[config.mk]
export PLATFORM = sky130hd
export DESIGN_NAME = snow64_bfloat16_add
export DESIGN_NICKNAME = d
export VERILOG_FILES = /design/src/rtl/snow64_bfloat16_add.sv
export SDC_FILE = /design/constraint.sdc
export NUM_CORES = 1
export LEC_CHECK = 0
export CORE_MARGIN = 3
export CORE_UTILIZATION = 59
export DETAILED_ROUTE_END_ITERATION = 12
export PLACE_DENSITY = 0.83
export SLEW_MARGIN = 30
export SYNTH_ARGS = -nofsm -noshare
export SYNTH_HDL_FRONTEND = slang
export SYNTH_SLANG_ARGS = --single-unit
[constraint.sdc]
create_clock -name clk -period 5.8 [get_ports clk]
set_input_delay 1.45 -clock clk [delete_from_list [all_inputs] [get_ports clk]]
set_output_delay 1.45 -clock clk [all_outputs]
set_load 0.005 [all_outputs]
[src/rtl/snow64_bfloat16_add.sv]
// Multi-cycle bfloat16 adder (IDLE -> ALIGN -> ADD -> NORM), one operation in flight.
// Define SNOW64_BFLOAT16_ADD_RNE_EN for round-to-nearest-even; default build truncates.
module snow64_bfloat16_add (
  input  logic        clk,
  input  logic        rst_n,
  input  logic        in_start,
  input  logic [15:0] in_a,
  input  logic [15:0] in_b,
  output logic        out_data_valid,
  output logic [15:0] out_data,
  output logic        out_can_accept_cmd
);

  typedef enum logic [1:0] {ST_IDLE, ST_ALIGN, ST_ADD, ST_NORM} state_e;

  localparam logic [15:0] QNAN = 16'h7FC0;

  state_e      state_q, state_d;
  logic [15:0] a_q, a_d, b_q, b_d;
  logic        sign_q, sign_d;
  logic        eff_sub_q, eff_sub_d;
  logic [7:0]  exp_q, exp_d;
  logic [10:0] x_sig_q, x_sig_d;
  logic [10:0] y_sig_q, y_sig_d;
  logic        special_q, special_d;
  logic [15:0] special_val_q, special_val_d;
  logic [11:0] sum_q, sum_d;
  logic        valid_q, valid_d;
  logic [15:0] data_q, data_d;

  // ---------------- state register ----------------
  // NOTE: sequential state uses non-blocking assignments so every flop samples pre-edge values.
  always_ff @(posedge clk or negedge rst_n) begin
    if (!rst_n) begin
      state_q       <= ST_IDLE;
      a_q           <= '0;
      b_q           <= '0;
      sign_q        <= 1'b0;
      eff_sub_q     <= 1'b0;
      exp_q         <= '0;
      x_sig_q       <= '0;
      y_sig_q       <= '0;
      special_q     <= 1'b0;
      special_val_q <= '0;
      sum_q         <= '0;
      valid_q       <= 1'b0;
      data_q        <= '0;
    end else begin
      state_q       <= state_d;
      a_q           <= a_d;
      b_q           <= b_d;
      sign_q        <= sign_d;
      eff_sub_q     <= eff_sub_d;
      exp_q         <= exp_d;
      x_sig_q       <= x_sig_d;
      y_sig_q       <= y_sig_d;
      special_q     <= special_d;
      special_val_q <= special_val_d;
      sum_q         <= sum_d;
      valid_q       <= valid_d;
      data_q        <= data_d;
    end
  end

  // ---------------- next state ----------------
  // NOTE: every always_comb output gets a default first, so no path can infer a latch.
  always_comb begin
    state_d = state_q;
    case (state_q)
      ST_IDLE:  if (in_start) state_d = ST_ALIGN;
      ST_ALIGN: state_d = ST_ADD;
      ST_ADD:   state_d = ST_NORM;
      ST_NORM:  state_d = ST_IDLE;
      default:  state_d = ST_IDLE;
    endcase
  end

  // ---------------- ALIGN datapath ----------------
  logic        a_nan, b_nan, a_inf, b_inf;
  logic [14:0] a_mag, b_mag;
  logic [15:0] x_op, y_op;
  logic [7:0]  x_sig8, y_sig8, exp_diff;
  logic [10:0] y_full, y_shift, lost_mask;
  logic [15:0] spec_val;
  logic        spec_hit;

  always_comb begin
    a_nan = (a_q[14:7] == 8'hFF) && (a_q[6:0] != 7'd0);
    b_nan = (b_q[14:7] == 8'hFF) && (b_q[6:0] != 7'd0);
    a_inf = (a_q[14:7] == 8'hFF) && (a_q[6:0] == 7'd0);
    b_inf = (b_q[14:7] == 8'hFF) && (b_q[6:0] == 7'd0);
    // Denormals flush to zero by zeroing the whole magnitude.
    a_mag = (a_q[14:7] == 8'd0) ? 15'd0 : a_q[14:0];
    b_mag = (b_q[14:7] == 8'd0) ? 15'd0 : b_q[14:0];
    if (a_mag >= b_mag) begin
      x_op = {a_q[15], a_mag};
      y_op = {b_q[15], b_mag};
    end else begin
      x_op = {b_q[15], b_mag};
      y_op = {a_q[15], a_mag};
    end
    x_sig8    = {x_op[14:7] != 8'd0, x_op[6:0]};
    y_sig8    = {y_op[14:7] != 8'd0, y_op[6:0]};
    exp_diff  = x_op[14:7] - y_op[14:7];
    y_full    = {y_sig8, 3'b000};
    lost_mask = '0;
    if (exp_diff >= 8'd11) begin
      y_shift = {10'd0, y_sig8 != 8'd0};
    end else begin
      lost_mask = (11'd1 << exp_diff) - 11'd1;
      y_shift   = y_full >> exp_diff;
      y_shift[0] = y_shift[0] | (|(y_full & lost_mask));
    end

    spec_hit = 1'b1;
    spec_val = QNAN;
    if (a_nan || b_nan || (a_inf && b_inf && (a_q[15] != b_q[15]))) spec_val = QNAN;
    else if (a_inf)                                                  spec_val = a_q;
    else if (b_inf)                                                  spec_val = b_q;
    else                                                             spec_hit = 1'b0;
  end

  always_comb begin
    a_d           = a_q;
    b_d           = b_q;
    sign_d        = sign_q;
    eff_sub_d     = eff_sub_q;
    exp_d         = exp_q;
    x_sig_d       = x_sig_q;
    y_sig_d       = y_sig_q;
    special_d     = special_q;
    special_val_d = special_val_q;
    sum_d         = sum_q;
    if (state_q == ST_IDLE && in_start) begin
      a_d = in_a;
      b_d = in_b;
    end
    if (state_q == ST_ALIGN) begin
      sign_d        = x_op[15];
      eff_sub_d     = x_op[15] ^ y_op[15];
      exp_d         = x_op[14:7];
      x_sig_d       = {x_sig8, 3'b000};
      y_sig_d       = y_shift;
      special_d     = spec_hit;
      special_val_d = spec_val;
    end
    if (state_q == ST_ADD) begin
      // X has the larger magnitude, so the difference never goes negative.
      sum_d = eff_sub_q ? ({1'b0, x_sig_q} - {1'b0, y_sig_q})
                        : ({1'b0, x_sig_q} + {1'b0, y_sig_q});
    end
  end

  // ---------------- NORM datapath ----------------
  logic [3:0]        lz;
  logic [10:0]       norm_m;
  logic signed [9:0] e_norm, e_fin;
  logic              rnd_inc;
  logic [8:0]        mant_r;
  logic [15:0]       result;
`ifndef SNOW64_BFLOAT16_ADD_RNE_EN
  logic              grs_unused;
`endif

  always_comb begin
    lz = 4'd11;
    for (int i = 0; i <= 10; i++) begin
      if (sum_q[i]) lz = 4'(10 - i);
    end
    if (sum_q[11]) begin
      norm_m = {sum_q[11:2], sum_q[1] | sum_q[0]};
      e_norm = $signed({2'b00, exp_q}) + 10'sd1;
    end else begin
      norm_m = sum_q[10:0] << lz;
      e_norm = $signed({2'b00, exp_q}) - $signed({6'd0, lz});
    end
`ifdef SNOW64_BFLOAT16_ADD_RNE_EN
    rnd_inc = norm_m[2] & (norm_m[1] | norm_m[0] | norm_m[3]);
`else
    rnd_inc    = 1'b0;
    grs_unused = |norm_m[2:0];
`endif
    mant_r = {1'b0, norm_m[10:3]} + {8'd0, rnd_inc};
    e_fin  = mant_r[8] ? (e_norm + 10'sd1) : e_norm;

    if (special_q)                result = special_val_q;
    else if (sum_q == 12'd0)      result = 16'h0000;
    else if (e_norm <= 10'sd0)    result = {sign_q, 15'd0};
    else if (e_fin >= 10'sd255)   result = {sign_q, 8'hFF, 7'd0};
    else                          result = {sign_q, e_fin[7:0], mant_r[8] ? 7'd0 : mant_r[6:0]};
  end

  always_comb begin
    valid_d = (state_q == ST_NORM);
    data_d  = (state_q == ST_NORM) ? result : data_q;
  end

  // ---------------- outputs ----------------
  always_comb begin
    out_can_accept_cmd = (state_q == ST_IDLE);
    out_data_valid     = valid_q;
    out_data           = data_q;
  end

endmodule

# After elaboration in Yosys (flattened, before gate mapping)
# Index checks and enable logic that the tools add are counted.
# W data, S select, Z words.
[classes] reduce_logical=21 n_addsub=6 n_lt_le_gt_ge=4 n_mux=31 eq_ne=7 n_shift=3 bitwise_logic=4
[ops] op="$mux W16" count=7
[ops] op="$mux W15" count=4
[ops] op="$mux W4" count=9
[ops] op="$reduce_bool A8 Y1" count=3
[ops] op="$mux W10" count=2
[ops] op="$eq A8 B8 Y1 const B" count=2
[ops] op="$logic_not A8 Y1" count=2
[ops] op="$ge A15 B15 Y1" count=1
[ops] op="$logic_not A7 Y1" count=2
[ops] op="$reduce_bool A7 Y1" count=2
[ops] op="$add A11 B11 Y12" count=1
[ops] op="$logic_not A12 Y1" count=1
[ops] op="$mux W12" count=1
[ops] op="$sub A11 B11 Y12" count=1
[ops] op="$and A11 B11 Y11" count=1
[ops] op="$mux W11" count=1
[ops] op="$reduce_or A11 Y1" count=1
[ops] op="$shl A1 B8 Y11 const A" count=1
[ops] op="$shl A11 B4 Y10" count=1
[ops] op="$shr A11 B8 Y11" count=1
[ops] op="$sub A11 B1 Y11 const B" count=1
[ops] op="$ge A10 B9 Y1 const B" count=1
[ops] op="$le A10 B1 Y1 const B" count=1
[ops] op="$add A8 B1 Y9 const B" count=1
[ops] op="other kinds (15)" count=28
[word_totals] reg_bits=109

# Longest topological paths before layout
# Gate-level depths: netlist of run 1.
[logic_depth] ltp_word=18 depth_mapped=27 ltp_nobuf=20

# Worst setup path before layout of run 1
# Ideal clock, no wire load.
[synth_path] kind="register to register" start="register a_q[9]" end="register y_sig_q[9]" stages_incl_launch_ff=25 path_buffers=6 path_slack_ns=0.806 arrival_time_ns=4.899 t_required_ns=5.704 cell_sequence="dfrtp_1 -> buf_6 -> nor4_1 -> nand2_1 -> clkbuf_1 -> nand2_1 -> inv_1 -> ha_1 -> and4_1 -> o21ai_0 -> a21oi_1 -> o31a_4 -> nand2b_4 -> buf_6 -> buf_2 -> buf_1 -> clkbuf_1 -> a22oi_1 -> ha_1 -> a211o_1 -> a311oi_2 -> xnor2_1 -> nor4_4 -> nand4_2 -> o32ai_2"
[synth_via] elab_chain_cells=7 word_cells_on_any_way=10 cone_classes="add/sub (1); order compare (2); shift (1); mux (4); reduce/logical (2)"
[synth_rtl] item="start, declared" line="19" rtl="logic [15:0] a_q, a_d, b_q, b_d;"
[synth_rtl] item="start signal, assigned" line="36" rtl="a_q <= '0;"
[synth_rtl] item="start signal, assigned" line="50" rtl="a_q <= a_d;"
[synth_rtl] item="$logic_not A8 Y1" line="93" rtl="a_mag = (a_q[14:7] == 8'd0) ? 15'd0 : a_q[14:0];"
[synth_rtl] item="$mux W15 *" line="93"
[synth_rtl] item="$ge A15 B15 Y1" line="95" rtl="if (a_mag >= b_mag) begin"
[synth_rtl] item="$mux W16" line="95"
[synth_rtl] item="$sub A8 B8 Y8 or $reduce_bool A8 Y1 (tied branches)" line="104, 103"
[synth_rtl] item="$ge A8 B4 Y1 or $shr A11 B8 Y11 (tied branches)" line="107, 111"
[synth_rtl] item="$mux W11 *" line="107" rtl="if (exp_diff >= 8'd11) begin"
[synth_rtl] item="end signal, assigned" line="56" rtl="y_sig_q <= y_sig_d;"
[synth_rtl] item="end, declared" line="24" rtl="logic [10:0] y_sig_q, y_sig_d;"
# Every way passes the cells marked *; elsewhere a longest branch is shown, timed or not.
# A chain may end at the register's enable or synchronous reset.

# Worst setup path in the final report of run 1
[layout_path] start="register a_q[9]" end="register y_sig_q[0]"
[layout_via] elab_chain_cells=11 word_cells_on_any_way=16 cone_classes="add/sub (2); order compare (2); shift (2); mux (4); bitwise (2); reduce/logical (4)"
[layout_rtl] item="$logic_not A8 Y1" line="93"
[layout_rtl] item="$mux W15 *" line="93"
[layout_rtl] item="$ge A15 B15 Y1" line="95"
[layout_rtl] item="$mux W16" line="95"
[layout_rtl] item="$sub A8 B8 Y8" line="104" rtl="exp_diff = x_op[14:7] - y_op[14:7];"
[layout_rtl] item="$shl A1 B8 Y11" line="110" rtl="lost_mask = (11'd1 << exp_diff) - 11'd1;"
[layout_rtl] item="$sub A11 B1 Y11" line="110"
[layout_rtl] item="$and A11 B11 Y11" line="112" rtl="y_shift[0] = y_shift[0] | (|(y_full & lost_mask));"
[layout_rtl] item="$reduce_or A11 Y1" line="112"
[layout_rtl] item="$or A1 B1 Y1" line="112"
[layout_rtl] item="$mux W11 *" line="107"
# Marked as above.

==> results of run 1 <==
[layer usage]
layer,GRT usage [%],part of all wire [%]
met5,0,0
met4,9.85,2.6
met3,5.36,4.8
met1,33.3,43
met2,44.4,49
[critical path: cells and delay by family (launching register included)]
family / cells / cell delay, ns
AND/OR/NAND/NOR: 7 / 1.46
AO/OA/AOI/OAI: 6 / 1.20
adder cells (fa/ha/maj): 3 / 1.33
flip-flops: 1 / 0.47
buffers and inverters: 2 / 0.33
[placed cells by master, fill, tap and decap left out, types with 3 or more instances in the layout]
cell / count
mux2i_1: 23
nand3_1: 11
nor2b_1: 15
o22ai_1: 8
inv_1: 58
and3_1: 6
a21boi_0: 3
nor2_1: 89
o2111ai_1: 3
nor4_1: 8
o31ai_1: 4
o211ai_1: 5
a22o_1: 6
mux4_2: 5
or2_2: 9
clkdlybuf4s50_1: 51
a31oi_1: 17
o21bai_1: 6
a211oi_1: 8
a21o_1: 5
a22oi_1: 19
a211o_1: 3
dfrtp_1: 109
buf_4: 7
o21a_1: 3
nand2b_1: 12
bufinv_16: 4
a21oi_1: 79
xnor2_1: 19
nand4_1: 7
nor3_1: 17
mux2_2: 43
o21ai_0: 38
xor2_1: 5
ha_1: 38
nand2_1: 61
clkbuf_16: 9
or4_1: 3
[cell families after synthesis]
| family | Yosys count | share of synthesized area, % |
|---|---|---|
| fa+ha+maj | 43 | 7.33 |
| xor+xnor | 25 | 3.02 |
| compound gates | 231 | 20.1 |
| mux | 71 | 11.0 |
| flops | 109 | 36.3 |
| simple gates | 250 | 16.0 |
| buf+inv | 115 | 6.20 |
[sequential cells by signal (all words and copies together), names as in the netlist]
name            flops
x_sig_q             8
state_q             2
out_data           16
exp_q               8
sign_q              1
special_q           1
special_val_q      16
sum_q              12
y_sig_q            11
out_data_valid      1
eff_sub_q           1
a_q                16
b_q                16
[Yosys cell counts (all sizes together) (3+ instances only)]
master	count	share of area, %
o21a	3	0.30
a21boi	4	0.40
nor2b	16	1.4
dfrtp	109	36
a31oi	18	1.6
nand4	8	0.75
a31o	3	0.47
o211ai	5	0.50
o22ai	8	0.67
mux2i	23	3.1
or2	9	0.75
nor3	17	1.1
clkbuf	39	1.9
mux2	43	6.4
xnor2	20	2.4
a211o	3	0.35
buf	16	1.2
or4	3	0.30
nand3	11	0.73
a22oi	19	1.9
o2111ai	3	0.35
a22o	6	0.70
ha	40	6.7
a211oi	8	0.80
o21bai	6	0.60
a21oi	81	5.5
xor2	5	0.58
nor2	90	4.5
nor4	10	1.0
a21o	5	0.50
nand2	61	3.1
mux4	5	1.5
o21ai	38	2.5
inv	59	2.9
nand2b	13	1.2
and3	6	0.50
o31ai	4	0.40
[how the worst max path moves through the flow]
stage,from,to,slack [ns],depth (start not counted)
3_5_place_dp,a_q[7]$_DFFE_PN0P_,y_sig_q[0]$_DFFE_PN0N_,1.02,18
6_report,a_q[9]$_DFFE_PN0P_,y_sig_q[0]$_DFFE_PN0N_,0.94,18
4_1_cts,a_q[9]$_DFFE_PN0P_,y_sig_q[0]$_DFFE_PN0N_,1.01,18
3_3_place_gp,a_q[10]$_DFFE_PN0P_,y_sig_q[0]$_DFFE_PN0N_,1.18,18
5_1_grt,a_q[9]$_DFFE_PN0P_,y_sig_q[0]$_DFFE_PN0N_,0.52,19
2_1_floorplan,a_q[9]$_DFFE_PN0P_,y_sig_q[9]$_DFFE_PN0N_,0.81,24
[per-stage QoR]
step / util (%) / hold WS (ns)
2_1_floorplan: - / 0.440
5_1_grt: 69.0 / 0.487
4_1_cts: 68.9 / 0.477
3_3_place_gp: 65.9 / 0.452
3_5_place_dp: 65.9 / 0.456
6_report: 69.0 / 0.475
[layout make-up]
cell class	count	area, µm²	area share (%)
multi-input cells	620	4330	51.3
flip-flops and latches	109	2730	32.4
repair buffers	59	574	6.81
clock buffers	9	225	2.67
inverters	60	225	2.67
well taps	168	210	2.49
clock inverters	7	143	1.69
==> impl_metrics.ini, run 1 <==
[drt]
vias = 6303
ant_nets = 0
vias_per_cell = 6.11
postRouteWirelength_um = 17900
wire_per_inst_um = 17.4
post-route-drc-count = 0
drtIter0Drc = 568
dr.pass1.iters = 5

[sta]
period_needed_ns = 4.86
layout_setup_ws_ns = 0.938
timing_hold_violations_final = 0
worstMarginPinSlew_ns = 0.820
rsz0062_at_grt = false
drv_slew = 0
fin_crit_sh_pct = 83.8
clock_skew_ns = 0.00919
setup_viol = 0
max_freq_mhz = 206
relSlewSlack_pct = 45.0
setup_tns_ns = 0

[die]
initial_utilization_pct = 61.5
rows = 40
dieArea_mm2 = 0.0141
core_area_mm2 = 0.0122
ioPinCount = 53
die_h_um = 119
fp.dieW_um = 119

[yosys]
synth_edf_count = 0
yosysSeqAreaShare_pct = 36.3
synth_area_per_cell_um2 = 8.89
synthesis.area_mm2 = 0.00751
synth_cells = 844
ys_types = 73
async_flop_share_pct = 100
synth_flop_cell = dfrtp_1
yosysWarnings = 0
syn_nets = 921
ys_ff_latch = 109

[global_routing]
grt-ovfl-total = 0
antenna_found_initial = 0
grtUsageTotal_pct = 26.3
grt_first_pass_wirelength_um = 30200
grt_max_degree = 76
first_global_vias = 6213

[worst_hold_path]
hold_depth = 1
min_to = special_val_q[8]$_DFFE_PN0N_
hp-class = flip-flop to flip-flop
min_from = special_val_q[8]$_DFFE_PN0N_

[setup_path]
slowest_delay_ns = 0.66
crit_slowest_cell = ha_1
worstPathRequired_ns = 6.06
timing.rr.end = y_sig_q[0]$_DFFE_PN0N_
critPathArrivalTime_ns = 5.12
endpoint_kind = flip-flop
cp-start-kind = flip-flop
path_max_fanout = 17
r2r_slack_ns = 0.94
worstSetupPathType = flip-flop to flip-flop
reg2reg_depth = 18
critical_path.cell_chain = nor4_1, nand2_1, nand2_1, inv_1, ha_1, a211oi_1, nor2_1, o31a_4, nand2b_4, nor2_1, a22oi_1, ha_1, inv_1, maj3_1, o21ai_0, a222oi_1, and3_1, a211oi_1
reg2reg_from = a_q[9]$_DFFE_PN0P_

[clock_tree]
cts_made_buffers = 9
clock_path_buffers = 2
cts_hold_buf = 0
cts_tree = yes
clk_pin_slew_ns = 0.07
post_cts_resize_count = 0
clock_sinks = 109
cts_setup_buffers = 0
h-tree-depth = 3
root_buffer = clkbuf_16
clkLatencyLatePin_ns = 0.36

[finish]
drive_above_1_share_pct = 11.8
stdcell_count = 1032
nFillCells = 992
nets = 936
design_area_mm2 = 0.00843
area_delta_synth_final_pct = 12.3
antennaDiodeCount = 0

[outcome]
outcome = complete, no violations

[place]
gp_congestion = 0.959
placedCellCount = 1016
dp_hpwl_um = 13300
placed_area_mm2 = 0.00805
dp_slack_ns = 1.02
port_buffers = 52

[flow_run]
maxCapViolations = 0
Power of run 1 is left out: the tool's default activity adds up to more than one toggle a clock period on the data nets, which glitch-free logic cannot reach.
==> run 2: changes to the inputs <==
==> constraint.sdc (replaced) <==
create_clock -name clk -period 4.64 [get_ports clk]
set_input_delay 1.16 -clock clk [delete_from_list [all_inputs] [get_ports clk]]
set_output_delay 1.16 -clock clk [all_outputs]
set_load 0.005 [all_outputs]
==> impl_metrics.ini, run 2 (synthesis gave the netlist of run 1 again) <==
[drt]
wire_per_inst_um = 17.6
wl_met1_um = 7880
vias_per_cell = 6.10
post-route-drc-count = 0
drtIter0Drc = 542
dr.pass1.iters = 6
wl_met3_um = 964
vias = 6384
met2WireLength_um = 9090
postRouteWirelength_um = 18500
top_layer = met4
ant_nets = 0

[finish]
nets = 950
antennaDiodeCount = 0
design_area_mm2 = 0.00851
area_delta_synth_final_pct = 13.4
drive_above_1_share_pct = 14.6
final_common_cell = dfrtp_1
final_cell_mix = dfrtp_1 (109), nor2_1 (89), a21oi_1 (79), inv_1 (58), nand2_1 (56)
final_core_util_pct = 69.7

[global_routing]
first_global_vias = 6391
grt-ovfl-total = 0
antenna_found_initial = 0
grtUsageTotal_pct = 26.9
grt_first_pass_wirelength_um = 31100
grt_max_degree = 64

[die]
die_h_um = 119
ioPinCount = 53
initial_utilization_pct = 61.5
dieArea_mm2 = 0.0141
rows = 40
fp.dieW_um = 119
core_area_mm2 = 0.0122

[sta]
period_needed_ns = 4.38
timing_hold_violations_final = 0
max_freq_mhz = 228
fin_crit_sh_pct = 94.4
clock_skew_ns = 0.00917
worstMarginPinSlew_ns = 0.823
hold_slack_ns = 0.475
drv_slew = 0
setup_viol = 0
relSlewSlack_pct = 44.6
setup_tns_ns = 0
rsz0062_at_grt = false

[outcome]
outcome = complete, no violations

[worst_hold_path]
hp-class = flip-flop to flip-flop
min_from = special_val_q[9]$_DFFE_PN0N_

[clock_tree]
cts_hold_buf = 0
clock_sinks = 109
cts_made_buffers = 9
clock_path_buffers = 2
clkLatencyLatePin_ns = 0.35
root_buffer = clkbuf_16
clk_pin_slew_ns = 0.07
cts_tree = yes
h-tree-depth = 3

[flow_run]
maxCapViolations = 0

[setup_path]
r2r_slack_ns = 0.26
crit_start = a_q[14]$_DFFE_PN0P_
endpoint_kind = flip-flop
cp-start-kind = flip-flop
worstSetupPathType = flip-flop to flip-flop
reg2reg_from = a_q[14]$_DFFE_PN0P_
path_max_fanout = 17
worstPathRequired_ns = 4.90
critPathArrivalTime_ns = 4.64

[place]
port_buffers = 52
dp_hpwl_um = 14000
placed_area_mm2 = 0.00818
gp_congestion = 0.949
-- run 2: worst paths after layout --
kind,end,cells after the start
setup / recovery,y_sig_q[0]$_DFFE_PN0N_,19
hold / removal,special_val_q[9]$_DFFE_PN0N_,1
setup reg to reg,y_sig_q[0]$_DFFE_PN0N_,19
hold reg to reg,special_val_q[9]$_DFFE_PN0N_,1
max in group asynchronous,a_q[1]$_DFFE_PN0P_,2
min in group asynchronous,out_data[3]$_DFFE_PN0P_,1
-- run 2: cell type report --
cell class | count | area [µm²]
Clock buffer | 10 | 229
Clock inverter | 6 | 48.8
Fill cell | 1003 | 3700
Inverter | 60 | 225
Multi-Input combinational cell | 620 | 4390
Sequential cell | 109 | 2730
Tap cell | 168 | 210
Timing Repair Buffer | 73 | 676
-- run 2: repair_timing --
action                                  CTS  global route
buffers inserted                          0             1
endpoints found under the setup margin    0            13
resized for setup                         0            11
-- run 2: per-stage QoR --
stage          cells  setup slack, ns
2_1_floorplan    844          0.00720
3_3_place_gp    1029            0.321
3_5_place_dp    1029            0.170
4_1_cts         1045            0.140
5_1_grt         1046           0.0345
6_report        1046            0.258
-- run 2: worst max-delay path, cell delays in order, from the launching register on --
cell,delay [ns]
dfrtp_1,0.45
nor4_4,0.34
nand2_4,0.15
nand2_2,0.12
inv_1,0.06
ha_1,0.29
and4_1,0.23
o21ai_0,0.08
a21oi_1,0.07
o31a_4,0.32
nand2b_4,0.19
nor2_1,0.10
a22oi_1,0.10
ha_2,0.53
inv_1,0.20
maj3_1,0.36
o21ai_0,0.18
a222oi_1,0.11
and3_1,0.18
a211oi_1,0.22
-- run 2: layer usage --
metal | global-route usage [%] | vias to the layer above
met4 | 8.98 | 0
met3 | 5.02 | 54
li1 | - | 3050
met5 | 0 | -
met2 | 46.4 | 231
met1 | 34.0 | 3049
Power of run 2 is left out for the same reason.
